[src/rtl/serial_subtractor.sv]
// serial_subtractor: bit-serial A - B - Bin, one bit per clock, LSB first.
// An operation takes WIDTH shift cycles plus one DONE cycle. Diff/Bout only
// change when an operation completes, so partial sums are never visible.
// Optional feature: define SERIAL_SUBTRACTOR_OVF_EN to add the registered
// signed-overflow output Ovf.
module serial_subtractor #(
    parameter int WIDTH = 8
) (
    input  logic             Clk,
    input  logic             Rst_n,
    input  logic             Start,
    input  logic [WIDTH-1:0] A,
    input  logic [WIDTH-1:0] B,
    input  logic             Bin,
    output logic             Busy,
    output logic             Done,
    output logic [WIDTH-1:0] Diff,
    output logic             Bout
`ifdef SERIAL_SUBTRACTOR_OVF_EN
    ,
    output logic             Ovf
`endif
);

    localparam int CW = $clog2(WIDTH + 1);

    typedef enum logic [1:0] {
        IDLE,
        SHIFT,
        DONE
    } state_t;

    state_t           state;
    logic [WIDTH-1:0] a_sh;
    logic [WIDTH-1:0] b_sh;
    logic [WIDTH-2:0] res_sh;
    logic             borrow;
    logic [CW-1:0]    count;

    logic             a0;
    logic             b0;
    logic             d;
    logic             br_next;
    logic [WIDTH-1:0] res_next;
    logic             last_bit;

    // One full-subtractor slice on the current LSBs of the operand registers
    always_comb begin
        a0       = a_sh[0];
        b0       = b_sh[0];
        d        = a0 ^ b0 ^ borrow;
        br_next  = (~a0 & b0) | (~(a0 ^ b0) & borrow);
        res_next = {d, res_sh};
        last_bit = (count == CW'(WIDTH - 1));
    end

    // Control FSM plus datapath; outputs are registered alongside the state
    always_ff @(posedge Clk) begin
        if (!Rst_n) begin
            state  <= IDLE;
            a_sh   <= '0;
            b_sh   <= '0;
            res_sh <= '0;
            borrow <= 1'b0;
            count  <= '0;
            Busy   <= 1'b0;
            Done   <= 1'b0;
            Diff   <= '0;
            Bout   <= 1'b0;
`ifdef SERIAL_SUBTRACTOR_OVF_EN
            Ovf    <= 1'b0;
`endif
        end else begin
            case (state)
                IDLE: begin
                    Done <= 1'b0;
                    if (Start) begin
                        a_sh   <= A;
                        b_sh   <= B;
                        borrow <= Bin;
                        count  <= '0;
                        Busy   <= 1'b1;
                        state  <= SHIFT;
                    end
                end
                SHIFT: begin
                    res_sh <= res_next[WIDTH-1:1];
                    a_sh   <= a_sh >> 1;
                    b_sh   <= b_sh >> 1;
                    borrow <= br_next;
                    count  <= count + CW'(1);
                    if (last_bit) begin
                        Diff  <= res_next;
                        Bout  <= br_next;
`ifdef SERIAL_SUBTRACTOR_OVF_EN
                        Ovf   <= (a0 ^ b0) & (a0 ^ d);
`endif
                        Done  <= 1'b1;
                        state <= DONE;
                    end
                end
                DONE: begin
                    Done  <= 1'b0;
                    Busy  <= 1'b0;
                    state <= IDLE;
                end
                default: begin
                    Done  <= 1'b0;
                    Busy  <= 1'b0;
                    state <= IDLE;
                end
            endcase
        end
    end

endmodule
[config.mk]
export PLATFORM = sky130hd
export DESIGN_NAME = serial_subtractor
export DESIGN_NICKNAME = d
export VERILOG_FILES = /design/src/rtl/serial_subtractor.sv
export SDC_FILE = /design/constraint.sdc
export NUM_CORES = 1
export LEC_CHECK = 0
export CAP_MARGIN = 20
export CORE_ASPECT_RATIO = 1.2
export CORE_MARGIN = 2
export CORE_UTILIZATION = 43
export CTS_BUF_LIST = sky130_fd_sc_hd__clkbuf_8
export CTS_CLUSTER_DIAMETER = 30
export CTS_CLUSTER_SIZE = 10
export DETAILED_ROUTE_END_ITERATION = 8
export PLACE_DENSITY = 0.71
export SLEW_MARGIN = 20
export SYNTH_ARGS = -nofsm -noshare
export SYNTH_HDL_FRONTEND = slang
export SYNTH_SLANG_ARGS = --single-unit
[constraint.sdc]
create_clock -name Clk -period 1.8 [get_ports Clk]
set_input_delay 0.18 -clock Clk [delete_from_list [all_inputs] [get_ports Clk]]
set_output_delay 0.18 -clock Clk [all_outputs]
set_load 0.05 [all_outputs]
==> impl_metrics.yaml, run 1 <==
routing:
  antenna_left: 0
  met3WireLength_um: 131
  drt-vias-per-instance: 4.965
  wl_mm: 3.147
  num_vias: 1410
  routed.top_layer: "met4"
  drt_iter0_markers: 48
  firstDrtPassIters: 4
  drcViolationCount: 0
  avgRoutedWirePerCell_um: 11.08
  wl_met1_mm: 1.468
  routed-wl-met2_mm: 1.502
power:
  p_comb_share_pct: 12.0
  pwr-share-seq_pct: 55.7
  total_power_uw: 1747
  power_switching_uw: 434.8
  p_per_area_nw_per_um2: 821.3
  p_leak_uw: 0.0007969
  internal_power_uw: 1312
  p_clk_share_pct: 32.3
  swShare_pct: 24.89
  ir_drop_v: 0.0004627
place:
  gp_congestion: 0.7738
  dp_cells: 276
  dp_hpwl_mm: 2.148
  dp_worst_setup_slack_ps: 237.7
  io_buffers: 30
yosys:
  synth_area_um2: 1704
  synth_edf_count: 0
  syn_avg_cell_area_um2: 8.563
  ys_ff_latch: 41
  yosysSeqAreaShare_pct: 48.16
  yosys_most_used_dff: "dfxtp_1"
  synth_fp_nets: 221
  synth.distinct_cells: 31
  ys_warn_count: 0
  async_flop_share_pct: 0
  synth_cells: 199
die:
  die_w_um: 61.47
  core_area_um2: 3879
  dieArea_um2: 4485
  rows: 25
  fp.dieH_um: 72.96
  ios: 31
  start_util_pct: 43.94
job:
  maxCapViolations: 0
worst_setup_path:
  cp_slowest_stage_delay_ps: 800
  crit_slowest_cell: "clkdlybuf4s50_1"
  cp_top_family: "buffers and inverters"
  path_class: "flip-flop to primary output"
  cp_cell_sequence: "clkdlybuf4s50_1"
  endpoint_kind: "primary output"
  crit_cells: 1
  ff2ff_path_depth: 4
  critPathArrivalTime_ps: 1430
  cp_max_fo: 2
  required_ps: 1620
  critPathBufInv: 1
  cp-start-kind: "flip-flop"
grt:
  antenna_found_initial: 0
  grt_use_total_pct: 16.37
  grt_pass1_wl_mm: 5.616
  grt_pass1_vias: 1347
  grt_max_degree: 29
  overflow: 0
sta:
  fmax_ghz: 0.6227
  relSlewSlack_pct: 67.03
  final.setup.worst_slack_ps: 194.1
  rsz0062_at_grt: "false"
  post-route-period-util_pct: 89.22
  setup_tns_ps: 0
  setup_viol_count_final: 0
  drv_slew: 0
  worst_pin_slew_ps: 493.0
  finalCriticalPeriod_ps: 1606
  clock_skew_ps: 2.370
  hold_viol_final: 0
cells_and_area:
  fin_cells: 284
  fillers: 389
  nets: 251
  syn_to_final_growth_pct: 24.82
  num_antenna_cells: 0
  drive_gt1_share_pct: 7.826
cts:
  worstSkewPairLatency_ps: 290
  clock_sinks: 41
  cts_tree: "built"
  clock_path_buffers: 2
  ctsHoldBuffers: 0
  postCtsSetupBuffers: 0
  path_clk_slew_ps: 70
  cts_root_buffer: "clkbuf_8"
  cts_resized: 0
  cts.htree.levels: 2
  cts_buffers: 5
min_path:
  hold_class: "input port to flip-flop"
  min_path_cells: 3
outcome:
  outcome: "finished, final reports clean"
sequential cells by signal (all words and copies together), names as in the netlist:
name    count
Diff        8
borrow      1
a_sh        8
count       4
state       2
Done        1
Bout        1
res_sh      7
Busy        1
b_sh        8
routing by layer:
metal  track usage [%]  up-vias
met5                 0        -
met4             6.383        0
li1                  -      735
met1             19.89      644
met3             4.255        5
met2             27.19       26
cell type report:
cell class,instances,area (um^2),area share (%)
Clock inverter,3,13.76,0.6471
Multi-Input combinational cell,140,788.3,37.06
Clock buffer,5,68.82,3.235
Inverter,4,15.01,0.7059
Sequential cell,41,820.8,38.59
Tap cell,54,67.56,3.176
Timing Repair Buffer,37,352.8,16.59
final timing paths:
path              slack [ps]                   from                    to
setup / recovery         190   Diff[2]$_SDFFE_PN0P_               Diff[2]
setup reg to reg         240  state[0]$_SDFFE_PN0P_  Diff[3]$_SDFFE_PN0P_
hold / removal           430                   A[2]  a_sh[2]$_SDFFE_PN0P_
hold reg to reg          460   Diff[5]$_SDFFE_PN0P_  Diff[5]$_SDFFE_PN0P_
cells by family (layout without fill, tap and decap cells):
kind of cell | count (synthesis) | after routing | synth area share (%)
adder cells (fa/ha/maj) | 2 | 2 | 1.909
AO/OA/AOI/OAI | 62 | 62 | 21.22
flip-flops | 41 | 41 | 48.16
multiplexers | 9 | 9 | 5.287
buffers and inverters | 18 | 49 | 5.580
AND/OR/NAND/NOR | 67 | 67 | 17.84
cell usage in the layout, fill, tap and decap left out, types with 3 or more instances in the layout:
cell type	Yosys	routed
nand2_1	47	47
nor2_1	5	5
o21ai_0	14	14
mux2i_1	9	9
inv_1	4	5
buf_4	0	7
a22oi_1	3	3
a21boi_0	6	6
a21oi_1	32	32
clkbuf_8	0	5
nand2b_1	3	3
dfxtp_1	41	41
clkdlybuf4s50_1	0	30
power by group through the flow:
stage / clock, uW / combinational [uW] / sequential (uW)
2_1_floorplan: 0 / 136 / 992
3_3_place_gp: 0 / 210 / 993
3_5_place_dp: 0 / 212 / 995
4_1_cts: 583 / 212 / 974
5_1_grt: 621 / 239 / 979
6_report: 564 / 210 / 974
through the flow:
step           utilization (%)  hold slack [ps]  area [um^2]
2_1_floorplan                -            314.2         1704
3_3_place_gp             52.71            442.0         2044
3_5_place_dp             52.71            445.4         2044
4_1_cts                  54.84            428.6         2127
5_1_grt                  54.84            448.2         2127
6_report                 54.84            432.8         2127
synth_stat cells, types with 2 or more instances:
| master | instances | area [um^2] |
|---|---|---|
| buf_2 | 4 | 20.02 |
| o21ai_0 | 14 | 70.07 |
| a21boi_0 | 6 | 45.04 |
| inv_1 | 4 | 15.01 |
| clkbuf_1 | 7 | 26.28 |
| dfxtp_1 | 41 | 820.8 |
| nor2_1 | 5 | 18.77 |
| buf_6 | 3 | 33.78 |
| nor3b_1 | 2 | 15.01 |
| and3b_1 | 2 | 17.52 |
| a21oi_1 | 32 | 160.2 |
| nand3_1 | 2 | 10.01 |
| mux2i_1 | 9 | 90.09 |
| nand2_1 | 47 | 176.4 |
| nand2b_1 | 3 | 18.77 |
| a22oi_1 | 3 | 22.52 |
tightest hold or removal path: stages:
cell	delay [ps]
clkdlybuf4s50_1	400
nand2_1	60
a21oi_1	50
Note: power is estimated with default switching activity, not from simulation.
==> run 2, diff against run 1 <==
ABC_AREA = 1   (was default)
CAP_MARGIN = default   (was 20)
==> run 2 against run 1 <==
Against the previous run: first-iteration DRC count rose by 63%; total power rose by 6.2%; critical path depth unchanged; critical path type unchanged; critical endpoint is now Done.
==> impl_metrics.yaml, run 2 <==
die:
  rows: 25
  dieArea_um2: 4476
  ios: 31
  die_w_um: 61.41
  core_area_um2: 3879
  fp.dieH_um: 72.89
  start_util_pct: 43.84
worst_setup_path:
  cp_cell_sequence: "clkdlybuf4s50_1"
  path_class: "flip-flop to primary output"
  required_ps: 1620
  critPathArrivalTime_ps: 1440
  r2r_start: "state[0]$_SDFFE_PN0P_"
  cp_max_fo: 2
  cp-start-kind: "flip-flop"
  critPathLaunch: "Done$_SDFFE_PN0N_"
  crit_slowest_cell: "clkdlybuf4s50_1"
  cp_slowest_stage_delay_ps: 800
  endpoint_kind: "primary output"
  cp_top_family: "buffers and inverters"
  critPathBufInv: 1
sta:
  relSlewSlack_pct: 66.85
  rsz0062_at_grt: "false"
  clock_skew_ps: 2.659
  hold_viol_final: 0
  drv_slew: 0
  setup_viol_count_final: 0
  fmax_ghz: 0.6190
  post-route-period-util_pct: 89.74
  finalCriticalPeriod_ps: 1615
  worst_pin_slew_ps: 495.7
  setup_tns_ps: 0
cts:
  cts.htree.levels: 2
  path_clk_slew_ps: 70
  clock_sinks: 41
  cts_resized: 0
  cts_root_buffer: "clkbuf_8"
  cts_buffers: 5
  ctsHoldBuffers: 0
  clock_path_buffers: 2
  postCtsSetupBuffers: 0
  cts_tree: "built"
  worstSkewPairLatency_ps: 290
grt:
  grt_max_degree: 16
  overflow: 0
  antenna_found_initial: 0
  grt_pass1_wl_mm: 6.016
  grt_use_total_pct: 17.79
  grt_pass1_vias: 1383
yosys:
  synth_edf_count: 0
  netlist_top_cells_area: "dfxtp_1, nand2_1, nor2_1"
  synth_cells: 234
  synth_fp_nets: 256
  synth_most_common_cell: "nand2_1"
  async_flop_share_pct: 0
  yosysSeqAreaShare_pct: 48.27
  ys_ff_latch: 41
  syn_avg_cell_area_um2: 7.267
  synth_area_um2: 1700
  ys_warn_count: 0
  yosys.area.top_type_share_pct: 48.27
  synth.distinct_cells: 29
  yosys_most_used_dff: "dfxtp_1"
  synthTopCellsByCount: "nand2_1, nor2_1, dfxtp_1"
  yosysTopAreaCell: "dfxtp_1"
cells_and_area:
  num_antenna_cells: 0
  final_cell_mix: "nand2_1, nor2_1, dfxtp_1, clkdlybuf4s50_1, o21ai_0"
  drive_gt1_share_pct: 7.090
  fin_cells: 322
  syn_to_final_growth_pct: 25.75
  nets: 289
  reg_top3: "Diff: 8 flops, a_sh: 8 flops, b_sh: 8 flops"
  layout_commonest_cell: "nand2_1"
power:
  ir_drop_v: 0.0004908
  p_per_area_nw_per_um2: 867.6
  p_leak_uw: 0.0009454
place:
  dp_hpwl_mm: 2.412
  io_buffers: 30
  dp_cells: 314
  gp_congestion: 0.7670
job:
  maxCapViolations: 0
outcome:
  outcome: "finished, final reports clean"
routing:
  antenna_left: 0
  drcViolationCount: 0
  firstDrtPassIters: 4
  wl_mm: 3.361
  drt_iter0_markers: 78
  avgRoutedWirePerCell_um: 10.44
  drt-vias-per-instance: 4.736
  num_vias: 1525
min_path:
  hold_class: "input port to flip-flop"
  hold_start: "B[7]"
-- run 2: through the flow --
step / hold WS [ps] / instance area, um^2 / setup WS [ps] / utilization, % / power (uW)
2_1_floorplan: 322.8 / 1700 / 624.6 / - / 1235
5_1_grt: 464.8 / 2138 / 129.6 / 55.13 / 1970
6_report: 438.7 / 2138 / 184.6 / 55.13 / 1855
3_5_place_dp: 450.3 / 2058 / 336.2 / 53.06 / 1335
3_3_place_gp: 448.6 / 2058 / 372.7 / 53.06 / 1333
4_1_cts: 433.5 / 2138 / 163.6 / 55.13 / 1883
-- run 2: kinds of logic (layout without fill, tap and decap cells) --
logic type / after synthesis / in the layout / synth area share, %
flops: 41 / 41 / 48.27
compound gates: 35 / 35 / 10.74
buf+inv: 22 / 56 / 6.916
simple gates: 134 / 134 / 32.16
fa+ha+maj: 2 / 2 / 1.913
-- run 2: path summary, 6_finish.rpt --
| kind | to | slack (ps) | cells after the start |
|---|---|---|---|
| worst max-delay path | Done | 180 | 1 |
| worst min-delay path | b_sh[7]$_SDFFE_PN0P_ | 440 | 3 |
| worst max register to register | a_sh[3]$_SDFFE_PN0P_ | 410 | 7 |
| worst min register to register | Diff[3]$_SDFFE_PN0P_ | 460 | 2 |
-- run 2: power by group --
part | switching (uW) | internal, uW | leakage [uW]
sequential | 38.8 | 972 | 0.000336
combinational | 168 | 133 | 0.000557
clock | 285 | 258 | 0.0000519
total | 492 | 1360 | 0.000945
-- run 2: worst min-delay path: cells and delay by family --
family | cells | cell delay [ps]
AOI/OAI and AO/OA | 1 | 50
buffers and inverters | 1 | 390
and+or+nand+nor | 1 | 60
-- run 2: area by class of cell --
type | count | area [um^2]
clock inverter | 3 | 11.26
clock buffer | 5 | 68.82
sequential | 41 | 820.8
fill | 408 | 1740
inverter | 11 | 42.54
multi-input combinational | 171 | 762.0
tap | 54 | 67.56
timing repair buffer | 37 | 365.4
-- run 2: routing by layer --
layer / wire length [um] / GRT usage (%) / up-vias
li1: - / - / 804
met1: 1475 / 22.31 / 669
met2: 1665 / 28.96 / 47
met3: 160 / 4.255 / 5
met4: 60 / 7.092 / 0
met5: 0 / 0 / -
